[config.mk]
export PLATFORM = sky130hd
export DESIGN_NAME = imem_loader
export DESIGN_NICKNAME = d
export VERILOG_FILES = /design/src/rtl/imem_loader_pkg.sv /design/src/rtl/imem_loader_byte_packer.sv /design/src/rtl/imem_loader.sv
export SDC_FILE = /design/constraint.sdc
export NUM_CORES = 1
export LEC_CHECK = 0
export ABC_AREA = 1
export CORE_ASPECT_RATIO = 0.7
export CORE_MARGIN = 2
export CORE_UTILIZATION = 40
export CTS_BUF_LIST = sky130_fd_sc_hd__clkbuf_16
export CTS_CLUSTER_DIAMETER = 30
export DETAILED_ROUTE_END_ITERATION = 8
export PLACE_DENSITY = 0.71
export SLEW_MARGIN = 20
export SYNTH_ARGS = -nofsm -noshare
export SYNTH_HDL_FRONTEND = slang
export SYNTH_SLANG_ARGS = --single-unit
[constraint.sdc]
create_clock -name clk -period 1.6 [get_ports clk]
set_input_delay 0.24 -clock clk [delete_from_list [all_inputs] [get_ports clk]]
set_output_delay 0.24 -clock clk [all_outputs]
set_load 0.005 [all_outputs]
[src/rtl/imem_loader_pkg.sv]
// Shared types and constants for the instruction-memory loader.
// LOADER_CHECKSUM_EN adds the CHECK state to the state encoding.
package imem_loader_pkg;

    localparam int DEFAULT_AW = 10;
    localparam int WORD_BYTES = 4;

    typedef logic [$clog2(WORD_BYTES)-1:0] byte_idx_t;

    typedef enum logic [2:0] {
        S_IDLE,
        S_RECV,
        S_WRITE,
`ifdef LOADER_CHECKSUM_EN
        S_CHECK,
`endif
        S_DONE
    } state_t;

endpackage

[src/rtl/imem_loader_byte_packer.sv]
// Assembles little-endian 32-bit words from a byte stream.
// The first byte lands in bits [7:0]. 'full' is high on the cycle the fourth byte
// is shifted in, and 'word' then presents the complete assembled word.
module byte_packer
    import imem_loader_pkg::*;
(
    input  logic        clk,
    input  logic        rst,
    input  logic        clear,
    input  logic        shift_en,
    input  logic [7:0]  byte_in,
    output logic [31:0] word,
    output logic        full
);

    logic [23:0] held;
    byte_idx_t   count;

    assign full = shift_en && (count == byte_idx_t'(WORD_BYTES - 1));
    assign word = {byte_in, held};

    // Shift accepted bytes down from the top and count them; clear drops any partial word
    always_ff @(posedge clk) begin
        if (rst || clear) begin
            held  <= '0;
            count <= '0;
        end else if (shift_en) begin
            held  <= {byte_in, held[23:8]};
            count <= count + 1'b1;
        end
    end

endmodule

[src/rtl/imem_loader.sv]
// Streams bytes into instruction memory, one 32-bit word per write.
// Optional feature macro: LOADER_CHECKSUM_EN. When it is defined, four trailing
// checksum bytes are received and compared against the running sum of the written words.
module imem_loader
    import imem_loader_pkg::*;
#(
    parameter int AW = DEFAULT_AW
) (
    input  logic          clk,
    input  logic          rst,
    input  logic          start,
    input  logic [AW:0]   len_words,
    input  logic          in_valid,
    input  logic [7:0]    in_data,
    output logic          in_ready,
    output logic          we,
    output logic [AW-1:0] waddr,
    output logic [31:0]   wdata,
    output logic          busy,
    output logic          done,
    output logic          err
);

    state_t      state;
    logic [AW:0] len_latched;
    logic [AW:0] words_written;
    logic [AW:0] words_next;
    logic        accept;
    logic        packer_clear;
    logic        word_full;
    logic [31:0] packed_word;

`ifdef LOADER_CHECKSUM_EN
    logic [31:0] sum;
    logic        err_q;
    assign err = err_q;
`else
    assign err = 1'b0;
`endif

    assign accept       = in_valid && in_ready;
    assign packer_clear = (state == S_IDLE);
    assign words_next   = words_written + 1'b1;
    assign busy         = (state != S_IDLE);

    byte_packer u_packer (
        .clk      (clk),
        .rst      (rst),
        .clear    (packer_clear),
        .shift_en (accept),
        .byte_in  (in_data),
        .word     (packed_word),
        .full     (word_full)
    );

    // Load sequencer: latch the request, gather words, pulse the write, then finish
    always_ff @(posedge clk) begin
        if (rst) begin
            state         <= S_IDLE;
            in_ready      <= 1'b0;
            we            <= 1'b0;
            done          <= 1'b0;
            waddr         <= '0;
            wdata         <= '0;
            len_latched   <= '0;
            words_written <= '0;
`ifdef LOADER_CHECKSUM_EN
            sum           <= '0;
            err_q         <= 1'b0;
`endif
        end else begin
            we   <= 1'b0;
            done <= 1'b0;
            case (state)
                S_IDLE: begin
                    if (start) begin
                        len_latched   <= len_words;
                        words_written <= '0;
                        waddr         <= '0;
`ifdef LOADER_CHECKSUM_EN
                        sum           <= '0;
                        err_q         <= 1'b0;
`endif
                        if (len_words == '0) begin
                            state <= S_DONE;
                            done  <= 1'b1;
                        end else begin
                            state    <= S_RECV;
                            in_ready <= 1'b1;
                        end
                    end
                end
                S_RECV: begin
                    if (word_full) begin
                        wdata    <= packed_word;
                        we       <= 1'b1;
                        in_ready <= 1'b0;
                        state    <= S_WRITE;
                    end
                end
                S_WRITE: begin
                    waddr         <= waddr + 1'b1;
                    words_written <= words_next;
`ifdef LOADER_CHECKSUM_EN
                    sum           <= sum + wdata;
`endif
                    if (words_next == len_latched) begin
`ifdef LOADER_CHECKSUM_EN
                        state    <= S_CHECK;
                        in_ready <= 1'b1;
`else
                        state    <= S_DONE;
                        done     <= 1'b1;
`endif
                    end else begin
                        state    <= S_RECV;
                        in_ready <= 1'b1;
                    end
                end
`ifdef LOADER_CHECKSUM_EN
                S_CHECK: begin
                    if (word_full) begin
                        err_q    <= (packed_word != sum);
                        in_ready <= 1'b0;
                        state    <= S_DONE;
                        done     <= 1'b1;
                    end
                end
`endif
                S_DONE: begin
                    state <= S_IDLE;
                end
                default: begin
                    state    <= S_IDLE;
                    in_ready <= 1'b0;
                end
            endcase
        end
    end

endmodule

After elaboration in Yosys (flattened, before gate mapping)
Index checks and enable logic that the tools add are counted.
- flip-flop bits (word level): 96
- output and inout bits: 47
- word-level logic and storage cells: 56
- $add $sub $neg: 3
- eq/ne operators: 9
- muxes and demuxes: 19
- bitwise operators: 2
- reductions and logical operators: 13
- operators with widths (operator ; count):
    11-bit case mux with 2 select lines ; 1
    10-bit case mux with 2 select lines ; 1
    11-bit by 1-bit adder with 11-bit output, second input constant ; 1
    11-bit == test ; 1
    11-bit zero test ; 1
    11-bit two-way mux ; 1
    10-bit by 1-bit adder with 10-bit output, second input constant ; 1
    10-bit two-way mux ; 1
    3-bit case mux with 3 select lines ; 1
    1-bit two-way mux ; 8
    2-bit AND reduction ; 4
    3-bit by 2-bit == test with 1-bit output, second input constant ; 2
    3-bit two-way mux ; 2
    2-bit inequality test, second input constant ; 3
    5-bit AND reduction ; 1
    2-bit two-way mux ; 2
    1-bit case mux with 4 select lines ; 1
    3-bit by 1-bit == test with 1-bit output, second input constant ; 1
    3-bit zero test ; 1
    3-bit nonzero test ; 1
    2-bit by 1-bit adder with 2-bit output, second input constant ; 1
    2-bit == test, second input constant ; 1
    1-bit logical AND ; 2
    2-bit by 1-bit inequality test with 1-bit output, second input constant ; 1
    other kinds (5) ; 6

Depth between registers and ports, before layout
- word-level depth: 4
- gate-level depth with buffers: 15
- mapped depth without buffers: 15

By module
A second synthesis with hierarchy kept.
- cells, all modules: 629
- area, all modules: 4239.1 um^2
- modules (own cells, without submodules) (module ; instances ; cells each ; area an instance (um^2) ; seq. area each (um^2)):
    imem_loader ; 1 ; 454 ; 3076.7 ; 1381.3
    byte_packer ; 1 ; 175 ; 1162.4 ; 520.5

Worst setup path before layout
OpenSTA, ideal clock, no wires.
- path kind: reg-to-reg
- start: register words_written[0]
- end: register in_ready
- data arrival time: 1.522 ns
- required time: 1.483 ns
- path slack: -0.039 ns
- stages on the path, launching flop included: 15
- buffers on the path: 0
- period minus slack after synthesis: 1.639 ns
- cell sequence: dfxtp_1 -> ha_1 -> nand2_2 -> nor2_4 -> nand2_1 -> nand3_1 -> nand2_1 -> nor2_1 -> nand2_1 -> nor2_1 -> nand3_2 -> nand3_1 -> nand2_1 -> nand2_1 -> nor2_1
- cells in the longest elaborated chain, start to end: 4
- RTL lines (what ; RTL line ; RTL):
    from (decl) ; imem_loader.sv:26 ; logic [AW:0] words_written;
    from (signal assigned) ; imem_loader.sv:103 ; words_written <= words_next;
    11-bit by 1-bit adder with 11-bit output ; imem_loader.sv:43 ; assign words_next = words_written + 1'b1;
    11-bit == test ; imem_loader.sv:107 ; if (words_next == len_latched) begin
    2-bit inequality test (no line) ; -- ;
    5-bit AND reduction (no line) ; -- ;
    to (signal assigned) ; imem_loader.sv:60 ; in_ready <= 1'b0;
    to (signal assigned) ; imem_loader.sv:117 ; in_ready <= 1'b1;
    to (signal assigned) ; imem_loader.sv:135 ; in_ready <= 1'b0;
    to (decl) ; imem_loader.sv:15 ; output logic in_ready,
No other way between the ends.
A chain may end at the register's enable or synchronous reset.

Final worst setup path
- start: register words_written[1]
- end: register state[1]
- cells in the longest elaborated chain, start to end: 4
- RTL lines (what ; RTL line ; RTL):
    11-bit by 1-bit adder with 11-bit output ; imem_loader.sv:43 ;
    11-bit == test ; imem_loader.sv:107 ;
    2-bit two-way mux ; imem_loader.sv:107 ;
    3-bit case mux with 3 select lines ; imem_loader.sv:74 ; case (state)
    to (signal assigned) ; imem_loader.sv:85 ; state <= S_DONE;
    to (signal assigned) ; imem_loader.sv:112 ; state <= S_DONE;
    to (signal assigned) ; imem_loader.sv:116 ; state <= S_RECV;
    to (decl) ; imem_loader.sv:24 ; state_t state;
No other way between the ends.

==> metrics.md <==
| Metric | Value |
|---|---|
| Run status | `finished, violations left` |
| Failing checks | `setup timing` |
| Pwr Density | `922 nW/µm²` |
| Most area-consuming cells after synthesis | `sky130_fd_sc_hd__dfxtp_1 (48%), sky130_fd_sc_hd__o21ai_0 (9.2%), sky130_fd_sc_hd__nor2_1 (9.0%)` |
| Vias in the first global route | `between 3,000 and 4,000` |
| Pre-CTS setup slack | `-221 ps` |
| Area of the die | `10,700 µm²` |
| Worst setup path category | `flop to flop` |
| Proportion of synthesized flip-flops having asynchronous set or reset | `0` |
| Placement Rows | `30` |
| Wire length of the first global-routing pass | `16,800 µm` |
| Vias post-DR | `3,792` |
| Seq pwr share | `0.487` |
| Initial DRC Count | `between 300 and 400` |
| FF+latch area | `approximately 1900 µm²` |
| Endpoint of the lowest-slack register-to-register path | `state[1]` |
| Post-synthesis cell type count | `34` |
| Final critical-path setup slack | `-162 ps` |
| Maximum root-to-sink buffer count | `2` |
| Register area share after synthesis | `0.481` |
| Combinational cell fraction of total power | `0.087` |
| Clock share of power | `0.426` |
| Post-CTS clock slew at the launch and capture registers of the worst setup and hold paths | `about 70 ps` |
| GR Util All Layers | `0.204` |
| Dpl hpwl | `around 7300 µm` |
| Synth Cell Area | `between 3000 and 4000 µm²` |
| Total grt overflow | `0` |
| Top cell type by total area after synthesis | `sky130_fd_sc_hd__dfxtp_1` |
| Layer with the highest usage after global routing | `met2` |
| Crit-path max FO | `3` |
| Filler cells | `just under 900` |
| Sink count of the clock tree | `95` |
| Count of max-cap constraint violations | `0` |
| Ys flop type | `sky130_fd_sc_hd__dfxtp_1` |
| Number of failing hold endpoints at the final stage | `0` |
| Yosys warning count | `0` |
| Largest net degree at the start of global routing | `42` |
| Post-route cell area | `5460 µm²` |
| Final Net Count | `666` |
| Clock buffer count from CTS | `9` |
| Synthesis-to-layout area growth | `38.2%` |
| Wire per inst | `13.6 µm` |
| Post-synthesis register bit count | `95` |
| Most frequent cells after synthesis | `sky130_fd_sc_hd__dfxtp_1 (95), sky130_fd_sc_hd__nor2_1 (95), sky130_fd_sc_hd__nand2_1 (77)` |
| Worst ir drop on vdd | `between 600 and 700 µV` |
| Chip Width | `between 100 and 150 µm` |
| Data required, critical path | `1840 ps` |
| Post-synth top area share | `0.481` |
| Number of antenna cells inserted | `0` |
| Insertion delay to the later sink of the worst-skew pair | `~340 ps` |
| Cell at the root of the clock tree | `sky130_fd_sc_hd__clkbuf_16` |
| CP Capture Type | `flop` |
| Met1 Use GR | `0.285` |
| Count of port buffers added during placement | `68` |
| Number of antenna violations at the first check in global routing | `0` |
| Maximum level of the CTS H-tree | `3` |
| Worst setup path endpoint | `state[1]` |
| Synthesized netlist net count | `~580` |
| Hold Crit Class | `flop to flop` |
| Placeable core area | `approximately 9600 µm²` |
| Combined area of the multi-input logic cells | `1840 µm²` |
| Crit path arrival time | `~2000 ps` |
| Chip height | `approximately 87 µm` |
| Startpoint type of the worst setup path | `flop` |
| Initial cell density of the core | `0.410` |
| Net switching power | `1.23 mW` |
| Switching share of power | `0.244` |
| Gate count after technology mapping | `between 500 and 600` |
| Placed Instance Area | `4980 µm²` |
| Post-route clock period utilization | `1.10` |
| Remaining design rule violation count | `0` |
| CTS tree | `built` |
| Worst setup path startpoint | `words_written[1]` |
| Max Clock Freq | `approximately 570 MHz` |
| Routability congestion estimate | `roughly 0.97` |
| Share of final-layout standard cells stronger than drive strength 1 | `0.153` |
| Final wirelength | `roughly 10,000 µm` |
| Slack of the worst reg-to-reg path | `-160 ps` |
| Slew Viols, Final | `0` |
| Beginning of the worst hold path | `len_latched[5]` |
| Unrepaired setup endpoints after global routing | `yes` |
| Internal power consumption | `3.81 mW` |
| Lkg Pwr | `roughly 2.4 nW` |
| Average via count per standard cell | `4.91` |
| Worst Skew | `around 5 ps` |
| Met2 layer usage reported by global route | `0.300` |
| Number of cells traversed by the worst register-to-register path | `14` |
| Top Ports | `70` |
| Number of setup violations in the final report | `3` |
| Met3 global-route usage | `0.0517` |
| Antenna-violating nets left | `0` |
| Min cycle time layout | `~1800 ps` |
| Number of enable-type register cells in the synthesized netlist | `0` |
| Average cell area after synthesis | `a little over 7 µm²` |
| Iteration count of the initial detailed-routing pass | `4` |
| Reg-to-reg startpoint | `words_written[1]` |
==> per-stage QoR <==
| step | setup TNS, ps | util | hold slack, ps | total power, mW | std cells |
|---|---|---|---|---|---|
| floorplan | 0 | - | 365 | 2.72 | 551 |
| global placement | -4820 | 0.517 | 452 | 2.91 | 755 |
| detailed placement | -5500 | 0.517 | 463 | 2.92 | 755 |
| CTS | -294 | 0.552 | 473 | 5.07 | 771 |
| global route | -916 | 0.566 | 498 | 5.24 | 773 |
| finish | -459 | 0.566 | 473 | 5.04 | 773 |
==> area by class of cell <==
| class | count | share of cell area |
|---|---|---|
| Timing Repair Buffer | 102 | 0.181 |
| Clock inverter | 7 | 0.0131 |
| Sequential cell | 95 | 0.351 |
| Clock buffer | 9 | 0.0412 |
| Tap cell | 128 | 0.0293 |
| Inverter | 71 | 0.0488 |
| Multi-Input combinational cell | 361 | 0.336 |
==> flip-flops by register name, indices dropped and copies added (netlist names) <==
| register | cells |
|---|---|
| we | 1 |
| in_ready | 1 |
| state | 2 |
| done | 1 |
| u_packer.held | 24 |
| words_written | 11 |
| wdata | 32 |
| len_latched | 11 |
| u_packer.count | 2 |
| waddr | 10 |
==> worst max-delay path: stages (launching register included) <==
cell                      delay (ps)
sky130_fd_sc_hd__dfxtp_2         350
sky130_fd_sc_hd__buf_4           130
sky130_fd_sc_hd__nand2_1          80
sky130_fd_sc_hd__nor2_4          150
sky130_fd_sc_hd__buf_12          120
sky130_fd_sc_hd__nand2_1          70
sky130_fd_sc_hd__nand2_1          90
sky130_fd_sc_hd__nand3_1          80
sky130_fd_sc_hd__nand3_2         100
sky130_fd_sc_hd__nor2_2           40
sky130_fd_sc_hd__nand3_2         100
sky130_fd_sc_hd__nand2_2          80
sky130_fd_sc_hd__buf_6           120
sky130_fd_sc_hd__o21ai_2          90
sky130_fd_sc_hd__inv_1            50
==> routing by layer <==
metal	vias up	wire length (µm)
li1	1944	-
met4	0	189
met1	1730	5210
met3	15	601
met2	103	4500
met5	-	0
==> worst min path at each step <==
stage / endpoint / slack [ps] / depth (start not counted)
2_1_floorplan: done / 370 / 2
3_3_place_gp: waddr[9] / 450 / 1
3_5_place_dp: len_latched[5] / 460 / 2
4_1_cts: len_latched[5] / 470 / 2
5_1_grt: len_latched[5] / 500 / 2
6_report: len_latched[5] / 470 / 2
==> kinds of logic (layout without fill, tap and decap cells) <==
group	count (synthesis)	after routing	synth area share
AOI/OAI and AO/OA	132	132	0.171
xor gates and xnor gates	3	3	0.00664
adders and majority gates	3	3	0.00949
DFF	95	95	0.481
other	1	1	0.000948
and+or+nand+nor	222	222	0.239
buffers and inverters	95	189	0.0917
==> power by group through the flow <==
| stage | Clock, mW | Sequential, mW | Combinational (mW) |
|---|---|---|---|
| 4_1_cts | 2.19 | 2.45 | 0.423 |
| 5_1_grt | 2.30 | 2.46 | 0.485 |
| 3_3_place_gp | 0 | 2.50 | 0.407 |
| 6_report | 2.14 | 2.45 | 0.440 |
| 2_1_floorplan | 0 | 2.50 | 0.224 |
| 3_5_place_dp | 0 | 2.51 | 0.416 |
==> timing repair <==
action	in CTS	in global routing
cloned	0	0
hold buffers	0	0
endpoints found under the setup margin	4	12
setup buffers	0	2
gates resized for setup	16	30
pin swaps	5	11
==> layout by cell type (no fill, tap or decap), types with 2 or more instances in the layout <==
cell	instances
sky130_fd_sc_hd__clkinv_1	2
sky130_fd_sc_hd__clkbuf_16	9
sky130_fd_sc_hd__a211oi_1	2
sky130_fd_sc_hd__nand4_1	2
sky130_fd_sc_hd__nor2_1	90
sky130_fd_sc_hd__o21ai_0	72
sky130_fd_sc_hd__nand2_1	70
sky130_fd_sc_hd__inv_1	66
sky130_fd_sc_hd__o22ai_1	2
sky130_fd_sc_hd__inv_2	4
sky130_fd_sc_hd__nand3_2	8
sky130_fd_sc_hd__buf_4	29
sky130_fd_sc_hd__dfxtp_4	2
sky130_fd_sc_hd__clkdlybuf4s50_1	67
sky130_fd_sc_hd__dfxtp_2	5
sky130_fd_sc_hd__ha_1	2
sky130_fd_sc_hd__nand3b_1	2
sky130_fd_sc_hd__nor3_1	3
sky130_fd_sc_hd__a21oi_1	49
sky130_fd_sc_hd__clkinvlp_4	2
sky130_fd_sc_hd__buf_12	4
sky130_fd_sc_hd__o21ai_2	2
sky130_fd_sc_hd__dfxtp_1	88
sky130_fd_sc_hd__nor2_4	5
sky130_fd_sc_hd__nor2_2	5
sky130_fd_sc_hd__nand3_1	19
sky130_fd_sc_hd__nor3_2	2
sky130_fd_sc_hd__nand2_2	9
sky130_fd_sc_hd__nor3_4	2
sky130_fd_sc_hd__nor4_1	2
(Power assumes the default switching activity.)
